**src/rtl/abs_diff_accumulator_pkg.sv**
```systemverilog
// Shared definitions for the SAD accumulator: FSM state encodings, default sizes and a
// constant clog2 used to size the window counter.
package abs_diff_accumulator_pkg;

    typedef enum logic [1:0] {
        ST_ACCUM  = 2'd0,
        ST_DRAIN  = 2'd1,
        ST_OUTPUT = 2'd2
    } state_e;

    localparam int DEF_DIFF_W  = 22;
    localparam int DEF_WIN_LEN = 64;
    localparam int DEF_ACC_W   = 28;

    function automatic int clog2(input int value);
        int result;
        int rem;
        result = 32'sd0;
        rem    = value - 32'sd1;
        while (rem > 32'sd0) begin
            result = result + 32'sd1;
            rem    = rem >>> 1;
        end
        return result;
    endfunction

endpackage

```
**src/rtl/abs_diff_accumulator_if.sv**
```systemverilog
// Difference-in / SAD-out stream bundle; the accumulator is the slave on both streams.
interface abs_diff_accumulator_if #(
    parameter int DIFF_W = 22,
    parameter int ACC_W  = 28
);
    logic [DIFF_W-1:0] diff_in;
    logic              diff_valid;
    logic              diff_ready;
    logic [ACC_W-1:0]  sad_out;
    logic              sad_valid;
    logic              sad_ready;
    logic              sat_flag;

    modport master (
        output diff_in, diff_valid, sad_ready,
        input  diff_ready, sad_out, sad_valid, sat_flag
    );

    modport slave (
        input  diff_in, diff_valid, sad_ready,
        output diff_ready, sad_out, sad_valid, sat_flag
    );
endinterface

```
**src/rtl/abs_diff_accumulator_abs_stage.sv**
```systemverilog
// Registered |x| of a two's-complement sample; the most negative input maps to its exact
// unsigned magnitude because the result keeps the full DIFF_W bits unsigned.
module abs_diff_accumulator_abs_stage #(
    parameter int DIFF_W = 22
) (
    input  logic              clk,
    input  logic              rst_n,
    input  logic [DIFF_W-1:0] x_i,
    input  logic              valid_i,
    output logic [DIFF_W-1:0] abs_o,
    output logic              valid_o
);
    logic [DIFF_W-1:0] abs_q, abs_d;
    logic              valid_q, valid_d;

    // Magnitude of the accepted sample; hold the last value otherwise.
    always_comb begin
        abs_d   = abs_q;
        valid_d = valid_i;
        if (valid_i) begin
            if (x_i[DIFF_W-1]) begin
                abs_d = ~x_i + DIFF_W'(1'b1);
            end else begin
                abs_d = x_i;
            end
        end else begin
            abs_d = abs_q;
        end
    end

    // Stage register.
    always_ff @(posedge clk) begin
        if (!rst_n) begin
            abs_q   <= '0;
            valid_q <= 1'b0;
        end else begin
            abs_q   <= abs_d;
            valid_q <= valid_d;
        end
    end

    assign abs_o   = abs_q;
    assign valid_o = valid_q;
endmodule

```
**src/rtl/abs_diff_accumulator.sv**
```systemverilog
// Sum of |diff| over windows of WIN_LEN samples, streamed out with valid/ready.
// Define SATURATE_EN to clamp the sum at all-ones and raise a sticky sat_flag.
module abs_diff_accumulator
    import abs_diff_accumulator_pkg::*;
#(
    parameter int DIFF_W  = DEF_DIFF_W,
    parameter int WIN_LEN = DEF_WIN_LEN,
    parameter int ACC_W   = DEF_ACC_W,
    parameter int CNT_W   = clog2(WIN_LEN) + 1
) (
    input logic              clk,
    input logic              rst_n,
    abs_diff_accumulator_if.slave bus
);
`ifdef SATURATE_EN
    localparam int SUM_W = ((ACC_W > DIFF_W) ? ACC_W : DIFF_W) + 1;
`else
    localparam int SUM_W = ACC_W;
`endif

    state_e            state_q, state_d;
    logic [CNT_W-1:0]  cnt_q, cnt_d;
    logic [ACC_W-1:0]  acc_q, acc_d;
    logic              sat_q, sat_d;
    logic              diff_ready_q, diff_ready_d;
    logic              sad_valid_q, sad_valid_d;
    logic [ACC_W-1:0]  sad_out_q, sad_out_d;
    logic              accept_s, handshake_s, last_s, abs_v_s;
    logic [DIFF_W-1:0] abs_s;
    logic [SUM_W-1:0]  sum_s;

    assign accept_s    = bus.diff_valid && diff_ready_q;
    assign handshake_s = sad_valid_q && bus.sad_ready;
    assign last_s      = (cnt_q == CNT_W'(WIN_LEN - 1));
    assign sum_s       = SUM_W'(acc_q) + SUM_W'(abs_s);

    abs_diff_accumulator_abs_stage #(.DIFF_W(DIFF_W)) u_abs_stage (
        .clk     (clk),
        .rst_n   (rst_n),
        .x_i     (bus.diff_in),
        .valid_i (accept_s),
        .abs_o   (abs_s),
        .valid_o (abs_v_s)
    );

    // State, counter, accumulator and registered outputs.
    always_ff @(posedge clk) begin
        if (!rst_n) begin
            state_q      <= ST_ACCUM;
            cnt_q        <= '0;
            acc_q        <= '0;
            sat_q        <= 1'b0;
            diff_ready_q <= 1'b0;
            sad_valid_q  <= 1'b0;
            sad_out_q    <= '0;
        end else begin
            state_q      <= state_d;
            cnt_q        <= cnt_d;
            acc_q        <= acc_d;
            sat_q        <= sat_d;
            diff_ready_q <= diff_ready_d;
            sad_valid_q  <= sad_valid_d;
            sad_out_q    <= sad_out_d;
        end
    end

    // Next state and window counter.
    always_comb begin
        state_d = state_q;
        cnt_d   = cnt_q;
        case (state_q)
            ST_ACCUM: begin
                if (accept_s) begin
                    cnt_d   = cnt_q + CNT_W'(1'b1);
                    state_d = last_s ? ST_DRAIN : ST_ACCUM;
                end else begin
                    state_d = ST_ACCUM;
                end
            end
            ST_DRAIN: begin
                state_d = ST_OUTPUT;
            end
            ST_OUTPUT: begin
                if (handshake_s) begin
                    state_d = ST_ACCUM;
                    cnt_d   = '0;
                end else begin
                    state_d = ST_OUTPUT;
                end
            end
            default: begin
                state_d = ST_ACCUM;
                cnt_d   = '0;
            end
        endcase
    end

    // Accumulate the registered magnitude; cleared when the result is taken.
    always_comb begin
        acc_d = acc_q;
        sat_d = sat_q;
        if (handshake_s) begin
            acc_d = '0;
            sat_d = 1'b0;
        end else if (abs_v_s) begin
`ifdef SATURATE_EN
            if (|sum_s[SUM_W-1:ACC_W]) begin
                acc_d = '1;
                sat_d = 1'b1;
            end else begin
                acc_d = sum_s[ACC_W-1:0];
                sat_d = sat_q;
            end
`else
            acc_d = sum_s[ACC_W-1:0];
            sat_d = 1'b0;
`endif
        end else begin
            acc_d = acc_q;
            sat_d = sat_q;
        end
    end

    // Outputs: the result is captured on entry to OUTPUT, so sad_valid rises one cycle later.
    always_comb begin
        diff_ready_d = (state_d == ST_ACCUM);
        sad_valid_d  = (state_q == ST_OUTPUT) && !handshake_s;
        if ((state_q == ST_OUTPUT) && !sad_valid_q) begin
            sad_out_d = acc_q;
        end else begin
            sad_out_d = sad_out_q;
        end
    end

    assign bus.diff_ready = diff_ready_q;
    assign bus.sad_valid  = sad_valid_q;
    assign bus.sad_out    = sad_out_q;
    assign bus.sat_flag   = sat_q;
endmodule

```
**src/flat_wrapper.sv**
```systemverilog
// flat-port wrapper written by rule: the top's interface ports become plain ports
module abs_diff_accumulator_flat import abs_diff_accumulator_pkg::*;
#(
    parameter int DIFF_W  = DEF_DIFF_W,
    parameter int WIN_LEN = DEF_WIN_LEN,
    parameter int ACC_W   = DEF_ACC_W,
    parameter int CNT_W   = clog2(WIN_LEN) + 1
)
  (clk, rst_n, bus_diff_in, bus_diff_valid, bus_sad_ready, bus_diff_ready, bus_sad_out, bus_sad_valid, bus_sat_flag);
  abs_diff_accumulator_if #(.DIFF_W(DIFF_W), .ACC_W(ACC_W)) bus_i ();
  input logic clk;
  input logic rst_n;
  input wire logic [$bits(bus_i.diff_in)-1:0] bus_diff_in;
  input wire logic [$bits(bus_i.diff_valid)-1:0] bus_diff_valid;
  input wire logic [$bits(bus_i.sad_ready)-1:0] bus_sad_ready;
  output wire logic [$bits(bus_i.diff_ready)-1:0] bus_diff_ready;
  output wire logic [$bits(bus_i.sad_out)-1:0] bus_sad_out;
  output wire logic [$bits(bus_i.sad_valid)-1:0] bus_sad_valid;
  output wire logic [$bits(bus_i.sat_flag)-1:0] bus_sat_flag;
  assign bus_i.diff_in = bus_diff_in;
  assign bus_i.diff_valid = bus_diff_valid;
  assign bus_i.sad_ready = bus_sad_ready;
  assign bus_diff_ready = bus_i.diff_ready;
  assign bus_sad_out = bus_i.sad_out;
  assign bus_sad_valid = bus_i.sad_valid;
  assign bus_sat_flag = bus_i.sat_flag;
  abs_diff_accumulator #(.DIFF_W(DIFF_W), .WIN_LEN(WIN_LEN), .ACC_W(ACC_W), .CNT_W(CNT_W)) u_core (.clk(clk), .rst_n(rst_n), .bus(bus_i));
endmodule
```
**config.mk**
```make
export PLATFORM = sky130hd
export DESIGN_NAME = abs_diff_accumulator_flat
export DESIGN_NICKNAME = d
export VERILOG_FILES = /design/src/rtl/abs_diff_accumulator_pkg.sv /design/src/rtl/abs_diff_accumulator_if.sv /design/src/rtl/abs_diff_accumulator_abs_stage.sv /design/src/rtl/abs_diff_accumulator.sv /design/src/flat_wrapper.sv
export SDC_FILE = /design/constraint.sdc
export NUM_CORES = 1
export LEC_CHECK = 0
export ABC_AREA = 1
export CAP_MARGIN = 20
export CORE_UTILIZATION = 55
export CTS_BUF_LIST = sky130_fd_sc_hd__clkbuf_8 sky130_fd_sc_hd__clkbuf_16
export CTS_CLUSTER_SIZE = 28
export DETAILED_ROUTE_END_ITERATION = 7
export PLACE_DENSITY_LB_ADDON = 0.12
export REMOVE_ABC_BUFFERS = 1
export SLEW_MARGIN = 30
export SYNTH_ARGS = -nofsm -noshare
export SYNTH_HDL_FRONTEND = slang
export SYNTH_SLANG_ARGS = --single-unit
```
**constraint.sdc**
```tcl
create_clock -name clk -period 1.9 [get_ports clk]
set_input_delay 0.38 -clock clk [delete_from_list [all_inputs] [get_ports clk]]
set_output_delay 0.38 -clock clk [all_outputs]
set_load 0.05 [all_outputs]
```
Word level (Yosys, flattened, before mapping):

Index checks and enable logic that the tools add are counted.

* register bits: 90
* output and inout port bits: 31
* input port bits: 26

* mux-type cells: 8
* $add $sub $neg: 3
* reduce and logical (&&, ||, !) cells: 10
* eq/ne operators: 5
* bitwise logic cells: 3

Operators by type and width (count)
* $add A28 B22 Y28: 1
* $add A22 B1 Y22 const B: 1
* $mux W22: 1
* $not A22 Y22: 1
* $pmux W7 S3: 1
* $mux W7: 2
* $add A7 B1 Y7 const B: 1
* $eq A7 B6 Y1 const B: 1
* $pmux W2 S3: 1
* $logic_and A1 B1 Y1: 4
* $logic_not A2 Y1: 2
* $mux W2: 2
* $reduce_and A3 Y1: 1
* $eq A2 B1 Y1 const B: 1
* $eq A2 B2 Y1 const B: 1
* $logic_not A1 Y1: 2
* $ne A2 B1 Y1 const B: 1
* $ne A2 B2 Y1 const B: 1
* $not A1 Y1: 2
* $reduce_or A2 Y1: 1
* $mux W1: 1

Depth between registers and ports, before layout:

* depth in word-level cells: 5
* mapped depth: 13

Cells and area by module:

From an unflattened synthesis, not the netlist that was laid out.

* cells, all modules: 896
* area, all modules: 5612.9 um^2

By module, submodules not included
* abs_diff_accumulator: cells an instance 680, area each 4239.1 um^2, sequential area each 1341.3 um^2, times used 1
* abs_diff_accumulator_abs_stage: cells an instance 216, area each 1373.8 um^2, sequential area each 460.4 um^2, times used 1

Worst setup path after synthesis:

Ideal clock, no wire load.

* path type: flip-flop to flip-flop
* from: register u_core.u_abs_stage.abs_q[0], in the netlist u_core.u_abs_stage.abs_o[0]
* to: register u_core.acc_q[12]
* path slack: 154 ps
* library setup time: 113 ps
* data required time: 1787 ps
* clock period less this slack: 1746 ps
* cell stages (with the launch flop): 13
* arrival time: 1633 ps
* path through: dfxtp_1 -> ha_1 -> fa_1 -> nand2_1 -> nand3_1 -> nand2_1 -> o21bai_2 -> nand2_1 -> nand2_1 -> nand2_1 -> nand2_1 -> o21ai_1 -> inv_1

* word-level cells in the longest chain between the ends: 1

RTL lines
* from (decl): RTL line abs_diff_accumulator_abs_stage.sv:13 `logic [DIFF_W-1:0] abs_q, abs_d;`
* from (signal assigned): RTL line abs_diff_accumulator_abs_stage.sv:37 `abs_q <= abs_d;`
* $add A28 B22 Y28: RTL line abs_diff_accumulator.sv:35 `assign sum_s = SUM_W'(acc_q) + SUM_W'(abs_s);`
* to (signal assigned): RTL line abs_diff_accumulator.sv:51 `acc_q <= '0;`
* to (signal assigned): RTL line abs_diff_accumulator.sv:59 `acc_q <= acc_d;`
* to (decl): RTL line abs_diff_accumulator.sv:23 `logic [ACC_W-1:0] acc_q, acc_d;`

Every way passes these cells.
A chain may end at the register's enable or synchronous reset.

Worst setup path after layout:

* from: register u_core.u_abs_stage.abs_q[0], in the netlist u_core.u_abs_stage.abs_o[0]
* to: register u_core.acc_q[16]

Same word-level chain as after synthesis.

==> out/results.ini <==
[final_layout]
syn_to_final_growth_pct=22.6
nNetsFinal=1010
antenna_cells=0
drive_above_1_share_pct=14.4

[floorplan]
coreArea_sq_um=9860
dieArea_sq_um=10700
rows=36
die_w_microns=103
pin_count=57
fp.dieH_microns=103
start_util_pct=57.1

[global_routing]
grt_pass1_wl_microns=24000
grt_max_degree=41
overflow=0
antenna_found_initial=0
grt_use_total_pct=29.4
first_global_vias=5179

[cts]
h-tree-depth=3
tritoncts=yes
clk_pin_slew_worst_paths_ns=0.09
cts-root-buf=clkbuf_8
cts.sinks=90
insertion_delay_ns=0.39
clk_path_buf_depth=2
hold_buffers=0
cts_made_buffers=9

[power_and_ir_drop]
p_total_mw=4.00
leakagePower_nw=3.53
p_per_area_nw_per_um2=579
peakVddDrop_mv=0.461

[timing]
fin_skew_ns=0.0117
finalCriticalPeriod_ns=1.83
tightest_slew_ns=0.522
setup-violations-final=0
max_freq_ghz=0.547
max_slew_margin_pct=65.3
finalHoldViolations=0
fin_crit_sh_pct=96.2
tns_ns=0
finalHoldWorstSlack_ns=0.442
worst_slack_ns=0.0713
maxSlewViolCount=0
rsz0062_at_grt=yes

[route]
routedWlPerCell_microns=13.6
wl_microns=14900
route.detailed.drc=0
postRouteAntennaNets=0
vias_per_cell=5.14
dr.pass1.iters=5
num_vias=5638
drt-initial-drc-count=296

[synth]
yosys_warnings=0
yosysSeqAreaShare_pct=32.0
avgSynthCellArea_sq_um=6.37
synth_cell_types=41
ys_seq_elements=90
synth_area_sq_um=5630
synth_cells=885

[run]
cap_violations=0

[place]
gp_congestion=0.937
dp_slack_ns=-0.226
dp_hpwl_microns=11500
portBuffers=55

[critical_path]
crit_type=reg -> reg
path_max_fanout=4
worstPathArrival_ns=2.11
worstSetupStartpointType=flip-flop
endpoint_kind=flip-flop
cp.required_ns=2.18

[hold_path]
hold_class=reg -> reg

[outcome]
outcome=completed

-- metrics by stage --
step,area [sq um],utilization (%),cells
floorplan,5510,-,859
global placement,6470,65.6,1080
detailed placement,6470,65.6,1080
CTS,6650,67.5,1095
global route,6910,70.0,1096
finish,6910,70.0,1096
-- final cells by class --
cell class                 count  area [sq um]
fill                         831          2960
tap                          133           166
clock buffer                   9           124
clock inverter                 6          67.6
sequential                    90          1810
multi-input combinational    618          3370
timing repair buffer          89           805
inverter                     151           568
-- cell usage after synthesis --
library cell | count | area [sq um]
a21o_1 | 1 | 7.51
a21oi_1 | 75 | 375
a21oi_2 | 1 | 8.76
and2_1 | 3 | 18.8
buf_1 | 1 | 3.75
buf_2 | 10 | 50.1
buf_4 | 1 | 7.51
buf_6 | 1 | 11.3
clkbuf_1 | 13 | 48.8
clkinv_1 | 1 | 3.75
clkinv_2 | 1 | 5.00
conb_1 | 1 | 3.75
dfxtp_1 | 90 | 1800
fa_1 | 1 | 20.0
ha_1 | 24 | 300
inv_1 | 147 | 552
inv_2 | 2 | 7.51
nand2_1 | 201 | 754
nand2_2 | 10 | 62.6
nand2_4 | 1 | 11.3
nand3_1 | 38 | 190
nand3_2 | 6 | 60.1
nand3b_1 | 2 | 15.0
nand4_1 | 9 | 56.3
nor2_1 | 113 | 424
nor2_2 | 7 | 43.8
nor2_4 | 1 | 11.3
nor3_1 | 7 | 35.0
nor3_2 | 2 | 20.0
nor3_4 | 1 | 16.3
nor3b_1 | 1 | 7.51
nor4_1 | 1 | 6.26
o211ai_1 | 4 | 30.0
o21ai_0 | 63 | 315
o21ai_1 | 10 | 50.1
o21bai_1 | 5 | 37.5
o21bai_2 | 1 | 11.3
o31ai_1 | 1 | 7.51
or2_1 | 1 | 6.26
xnor2_1 | 4 | 35.0
xor2_1 | 23 | 201
-- flip-flops by register name, indices dropped and copies added, names as in the netlist --
register	cells
u_core.u_abs_stage.abs_o	22
u_core.acc_q	28
u_core.u_abs_stage.valid_o	1
u_core.bus.sad_out	28
u_core.cnt_q	7
u_core.bus.sad_valid	1
u_core.state_q	2
u_core.bus.diff_ready	1
-- cells by family (layout without fill, tap and decap cells) --
logic type,after synthesis,in the layout,share of synthesized area [%]
and+or+nand+nor,404,404,30.9
buffers and inverters,177,255,12.2
AOI/OAI and AO/OA,161,161,15.0
DFF,90,90,32.0
xor gates and xnor gates,27,27,4.20
adders and majority gates,25,25,5.69
other,1,1,0.0666
-- metal layers --
layer  GRT usage, %  vias to the layer above  wire length (microns)
met3           3.02                       31                    713
met1           38.7                     2525                   6910
li1               -                     2920                      -
met5              0                        -                      0
met2           48.8                      162                   6850
met4           13.7                        0                    412
-- final timing paths --
check                                    from  slack [ns]  depth (start not counted)                endpoint
setup / recovery  u_core.u_abs_stage.abs_o[0]        0.07                         12        u_core.acc_q[16]
hold / removal         u_core.bus.sad_out[10]        0.44                          2  u_core.bus.sad_out[10]
setup reg to reg  u_core.u_abs_stage.abs_o[0]        0.07                         12        u_core.acc_q[16]
hold reg to reg        u_core.bus.sad_out[10]        0.44                          2  u_core.bus.sad_out[10]
-- layout by cell type (no fill, tap or decap), types with 10 or more instances in the layout --
cell	n
nand2_1	189
o21ai_0	62
nand2_2	20
xor2_1	23
buf_4	41
clkdlybuf4s50_1	25
dlygate4sd2_1	13
a21oi_1	69
nor2_1	108
ha_1	11
o21ai_1	10
dfxtp_1	86
nand3_1	35
nor2_2	12
inv_1	146
-- what timing repair did --
item | 4_1_cts | 5_1_grt
endpoints found under the hold margin | 0 | 0
buffers inserted | 0 | 1
pin swaps | 0 | 5
endpoints found under the setup margin | 19 | 28
gates resized for setup | 16 | 61
-- report_power, final --
group,switching (mW),internal [mW],leakage (nW)
registers,0.0614,1.95,0.734
logic,0.388,0.278,2.71
clock network,0.722,0.605,0.0917
total,1.17,2.83,3.53
-- critical path, stage by stage, from the launching register on --
cell and delay (ns):
dfxtp_2 0.35, ha_4 0.17, fa_2 0.40, nand2_1 0.09
nand3_2 0.08, nand2_4 0.10, o21bai_4 0.08, nand2_2 0.07
nand2_2 0.07, nand2_2 0.06, nand2_1 0.06, o21ai_1 0.14
inv_1 0.05
No activity file was read; power rests on OpenSTA's default activity.
